**src/rtl/register_file_pkg.sv**
```systemverilog
// Shared processor definitions for the register file: default geometry and
// the architectural zero-register address.
package register_file_pkg;

   localparam int RF_DATA_WIDTH = 8;
   localparam int RF_ADDR_WIDTH = 4;

   // Address of the hardwired-zero register.
   localparam int unsigned REG_ZERO = 0;

endpackage : register_file_pkg

```
**src/rtl/register_file_read_mux.sv**
```systemverilog
// One combinational read port: selects a register from the packed storage
// image and forces the zero register to read as 0.
module regfile_read_mux
   import register_file_pkg::*;
#(
   parameter int DATA_WIDTH = RF_DATA_WIDTH,
   parameter int ADDR_WIDTH = RF_ADDR_WIDTH
) (
   input  logic [(2**ADDR_WIDTH)-1:0][DATA_WIDTH-1:0] regs,
   input  logic [ADDR_WIDTH-1:0]                      read_addr,
   output logic [DATA_WIDTH-1:0]                      read_data
);

   // R0 is forced here as well so the port stays correct even if the
   // storage for slot 0 were ever shared or repurposed.
   always_comb begin
      read_data = regs[read_addr];
      if (read_addr == ADDR_WIDTH'(REG_ZERO)) begin
         read_data = '0;
      end
   end

endmodule : regfile_read_mux

```
**src/rtl/register_file.sv**
```systemverilog
// Two-read, one-write register file with a hardwired-zero R0, asynchronous
// clear and combinational (unbypassed) read ports.
module register_file
   import register_file_pkg::*;
#(
   parameter int DATA_WIDTH = RF_DATA_WIDTH,
   parameter int ADDR_WIDTH = RF_ADDR_WIDTH
) (
   input  logic                  clk,
   input  logic                  rst,
   input  logic                  reg_write_en,
   input  logic [ADDR_WIDTH-1:0] reg_write_dest,
   input  logic [DATA_WIDTH-1:0] reg_write_data,
   input  logic [ADDR_WIDTH-1:0] reg_read_addr_1,
   output logic [DATA_WIDTH-1:0] reg_read_data_1,
   input  logic [ADDR_WIDTH-1:0] reg_read_addr_2,
   output logic [DATA_WIDTH-1:0] reg_read_data_2
);

   localparam int DEPTH = 2**ADDR_WIDTH;

   logic [DEPTH-1:0][DATA_WIDTH-1:0] regs;
   logic                             write_hit;

   // Writes to the zero register are dropped so slot 0 never leaves reset.
   assign write_hit = reg_write_en && (reg_write_dest != ADDR_WIDTH'(REG_ZERO));

   always_ff @(posedge clk or posedge rst) begin
      if (rst) begin
         regs <= '0;
      end else if (write_hit) begin
         regs[reg_write_dest] <= reg_write_data;
      end
   end

   regfile_read_mux #(
      .DATA_WIDTH (DATA_WIDTH),
      .ADDR_WIDTH (ADDR_WIDTH)
   ) u_read_mux_1 (
      .regs      (regs),
      .read_addr (reg_read_addr_1),
      .read_data (reg_read_data_1)
   );

   regfile_read_mux #(
      .DATA_WIDTH (DATA_WIDTH),
      .ADDR_WIDTH (ADDR_WIDTH)
   ) u_read_mux_2 (
      .regs      (regs),
      .read_addr (reg_read_addr_2),
      .read_data (reg_read_data_2)
   );

endmodule : register_file

```
**config.mk**
```make
export PLATFORM = sky130hd
export DESIGN_NAME = register_file
export DESIGN_NICKNAME = d
export VERILOG_FILES = /design/src/rtl/register_file_pkg.sv /design/src/rtl/register_file_read_mux.sv /design/src/rtl/register_file.sv
export SDC_FILE = /design/constraint.sdc
export NUM_CORES = 1
export LEC_CHECK = 0
export BUFFER_PORTS_ARGS = -buffer_cell sky130_fd_sc_hd__buf_2
export CORE_MARGIN = 4
export CORE_UTILIZATION = 45
export CTS_CLUSTER_SIZE = 24
export DETAILED_ROUTE_END_ITERATION = 6
export GPL_TIMING_DRIVEN = 0
export SETUP_SLACK_MARGIN = 0.1
export SYNTH_ARGS = -nofsm -noshare
export SYNTH_HDL_FRONTEND = slang
export SYNTH_SLANG_ARGS = --single-unit
```
**constraint.sdc**
```tcl
create_clock -name clk -period 4 [get_ports clk]
set_input_delay 1 -clock clk [delete_from_list [all_inputs] [get_ports clk]]
set_output_delay 1 -clock clk [all_outputs]
set_load 0.01 [all_outputs]
```
==> results_tabular.tex <==
\begin{tabular}{lr}
\hline
Metric & Value \\
\hline
\multicolumn{2}{l}{\textbf{Status}} \\
Run status & complete, no violations \\
\multicolumn{2}{l}{\textbf{Global routing}} \\
Global-route wire length before repair & 28690 microns \\
Pin count of the biggest net entering global routing & 42 \\
Remaining global-route overflow & 0 \\
All-Layer GR Usage & 23.87\% \\
Number of global-route vias before repair & 4695 \\
Initial antenna violation count & 0 \\
\multicolumn{2}{l}{\textbf{Power and ir drop}} \\
Combinational Power Share & 21.0\% \\
Maximum vdd ir drop & 0.3352 mV \\
Pwr dens & 555.1 mW/mm\^{}2 \\
Seq pwr share & 40.4\% \\
Switching power as a share of total power & 26.09\% \\
Net Sw Power & 1108 uW \\
Clock power frac & 38.7\% \\
Leakage & 0.003196 uW \\
Internal power & 3140 uW \\
\multicolumn{2}{l}{\textbf{Final layout}} \\
Register with the most flip-flops & regs \\
Number of flip-flops in the largest register & 120 \\
Final non-filler cell area & 0.007654 sq mm \\
Signed area change from the synthesized netlist to the final layout & 16.78\% \\
Fillers & 1202 \\
Number of antenna repair diodes & 0 \\
Share of cells above drive strength 1 & 54.62\% \\
Biggest registers after layout & regs (120) \\
Nets & 531 \\
\multicolumn{2}{l}{\textbf{Setup path}} \\
List of cells traversed by the critical path & buf\_2 > buf\_2 > buf\_4 > mux4\_2 > a22oi\_1 > o31ai\_1 > buf\_2 \\
Startpoint-to-endpoint class of the critical path & input pin to output port \\
Worst stage delay on the critical path & 0.36 ns \\
Critical Path End Type & output port \\
Critical Path Start Type & input pin \\
Cell with the biggest individual delay on the critical path & buf\_2 \\
Data required time of the worst path & 3.00 ns \\
Internal reg-to-reg setup slack & 3.19 ns \\
Critical Path AT & 2.85 ns \\
CP max FO & 10 \\
Cell type with the highest occurrence count on the critical path & buf\_2 \\
\multicolumn{2}{l}{\textbf{Routing}} \\
Vias per Instance & 6.243 \\
TritonRoute pass-1 iters & 5 \\
Wire length after detailed routing & 18610 microns \\
Via Count & 4370 \\
Violation count after the first detailed-route iteration & 350 \\
Wirelength per Cell & 26.58 microns \\
Post-route antenna net violation count & 0 \\
Count of unresolved DRC violations after routing & 0 \\
\multicolumn{2}{l}{\textbf{STA}} \\
Min Clock Period, post-route & 3.848 ns \\
Actual slew at the worst max-slew pin & 0.8065 ns \\
Final max-slew violation count & 0 \\
Highest achievable clock rate & 259.9 MHz \\
Setup-failing EPs final & 0 \\
RSZ-0062 raised after global routing & no \\
Post-Route Skew & 0 ns \\
TNS Setup & 0 ns \\
Worst-case headroom to the max-slew limit & 46.23\% \\
Hold Violations, Final & 0 \\
Fraction of the cycle the final worst path needs & 96.19\% \\
\multicolumn{2}{l}{\textbf{Yosys}} \\
Most frequent cell after synthesis & mux2\_2 \\
Number of flip-flops and latches in the synthesized netlist & 120 \\
Largest family of logic cells by synthesized area & multiplexers \\
Post-Syn Nets & 475 \\
Netlist area before placement & 0.006554 sq mm \\
Post-Synth Adder-Cell Area & 0\% \\
Proportion of synthesized area in mux cells & 41.01\% \\
Fraction of post-synthesis cell area in the top cell type by area & 45.82\% \\
FFs w/ async S/R, synth & 100.0\% \\
Yosys Warn Count & 0 \\
Main synth FF type & dfrtp\_1 \\
Area leader, netlist & dfrtp\_1 \\
Largest cells by area after synthesis & dfrtp\_1 (46\%), mux2\_2 (24\%), mux4\_2 (15\%), mux2i\_1 (1.8\%), a221oi\_1 (1.7\%) \\
Post-synthesis instance total & 452 \\
Post-synthesis compound-gate area fraction & 5.212\% \\
Number of enable flip-flop cells after synthesis & 0 \\
Sequential share of the synthesized area & 45.82\% \\
Distinct cell type count of the synthesized netlist & 30 \\
Xor-xnor portion of the synthesized cell area & 0\% \\
Average instance area after synthesis & 14.50 sq um \\
Most numerous cell types in the synthesized netlist & mux2\_2 (142), dfrtp\_1 (120), mux4\_2 (43) \\
Simple-gate share of the synthesized area & 4.716\% \\
\multicolumn{2}{l}{\textbf{Placement}} \\
Post-Place Cell Area & 0.007020 sq mm \\
Final HPWL DP & 12780 microns \\
Routability cong. & 0.8268 \\
IO Port Bufs & 34 \\
\multicolumn{2}{l}{\textbf{Floorplanning}} \\
Die area & 0.01656 sq mm \\
Boundary pin count & 39 \\
Num rows & 43 \\
Die Height & 128.7 microns \\
Starting density of the core & 46.49\% \\
Die X-Extent & 128.7 microns \\
Area of the core region & 0.01410 sq mm \\
\multicolumn{2}{l}{\textbf{Clocking}} \\
Clock edge transition at the registers on the reported setup and hold paths & 0.05 ns \\
Clock buffer count from CTS & 17 \\
Source-to-sink clock delay at the later pin of the worst-skew pair & 0.41 ns \\
Clk sinks & 120 \\
H-tree depth & 4 \\
Clock tree root buffer cell & clkbuf\_16 \\
TritonCTS clock tree & yes \\
Bufs on Longest Clock Path & 2 \\
\multicolumn{2}{l}{\textbf{Job}} \\
Max\_cap viols & 0 \\
\multicolumn{2}{l}{\textbf{Worst hold path}} \\
Type of the most critical hold path & register to register \\
\hline
\end{tabular}
==> layout by cell type, fill, tap and decap left out, types with 9 or more instances in the layout <==
master,instances
clkbuf_1,15
nor2_2,9
mux4_2,43
mux2i_1,12
nor2b_1,16
buf_2,47
a221oi_1,13
clkbuf_16,17
mux2_2,142
dfrtp_1,120
==> area by class of cell <==
type	count	area [sq um]	share of cell area, %
Multi-Input combinational cell	293	3338	43.62
Sequential cell	120	3003	39.23
Clock buffer	23	488.0	6.376
Timing Repair Buffer	37	237.7	3.106
Tap cell	180	225.2	2.943
Buffer	37	207.7	2.714
Clock inverter	8	142.6	1.864
Inverter	2	11.26	0.1471
==> cell families after synthesis <==
| kind of cell | after synthesis |
|---|---|
| AOI/OAI and AO/OA | 43 |
| buffers and inverters | 39 |
| DFF | 120 |
| muxes | 197 |
| and+or+nand+nor | 53 |
==> repair_timing <==
action / in CTS / in global routing
hold buffers: 0 / 0
resized for setup: 1 / 0
endpoints found under the hold margin: 0 / 0
buffers inserted: 0 / 0
setup endpoints to repair: 3 / 0
==> routing by layer <==
layer | routed length [microns] | vias to the layer above | track usage [%]
met5 | 0 | - | 0
met2 | 8963 | 152 | 37.47
met3 | 874 | 24 | 5.230
met4 | 429 | 0 | 8.709
li1 | - | 1879 | -
met1 | 8341 | 2315 | 32.85
==> metrics by stage <==
step / std cells / hold WS (ns) / util, % / worst slack, ns / total power [uW]
finish: 700 / 0.5271 / 54.30 / 0.1524 / 4249
global route: 700 / 0.5327 / 54.30 / 0.1540 / 4430
CTS: 700 / 0.5257 / 54.30 / 0.1814 / 4268
detailed placement: 669 / 0.5135 / 49.80 / 0.07501 / 2612
global placement: 666 / 0.5027 / 49.33 / 0.09356 / 2567
floorplan: 452 / 0.4921 / - / 0.8232 / 2340
==> power by group through the flow <==
stage / clock [uW] / combinational (uW) / sequential, uW
floorplan: 0 / 692 / 1650
global route: 1720 / 959 / 1750
finish: 1640 / 891 / 1710
detailed placement: 0 / 887 / 1730
global placement: 0 / 859 / 1710
CTS: 1660 / 896 / 1710
==> worst max-delay path, delay by kind of cell <==
kind / cells / cell delay (ns)
mux: 1 / 0.33
buf+inv: 4 / 1.04
compound gates: 2 / 0.47
==> path summary, 6_finish.rpt <==
check | start | endpoint | cells after the start
max | reg_read_addr_1[1] | reg_read_data_1[4] | 7
min | regs[36]$_DFFE_PP0P_ | regs[36]$_DFFE_PP0P_ | 1
max reg2reg | regs[127]$_DFFE_PP0P_ | regs[127]$_DFFE_PP0P_ | 1
min reg2reg | regs[36]$_DFFE_PP0P_ | regs[36]$_DFFE_PP0P_ | 1
max in group asynchronous | rst | regs[94]$_DFFE_PP0P_ | 4
min in group asynchronous | rst | regs[107]$_DFFE_PP0P_ | 2
No activity file was read; power rests on OpenSTA's default activity.
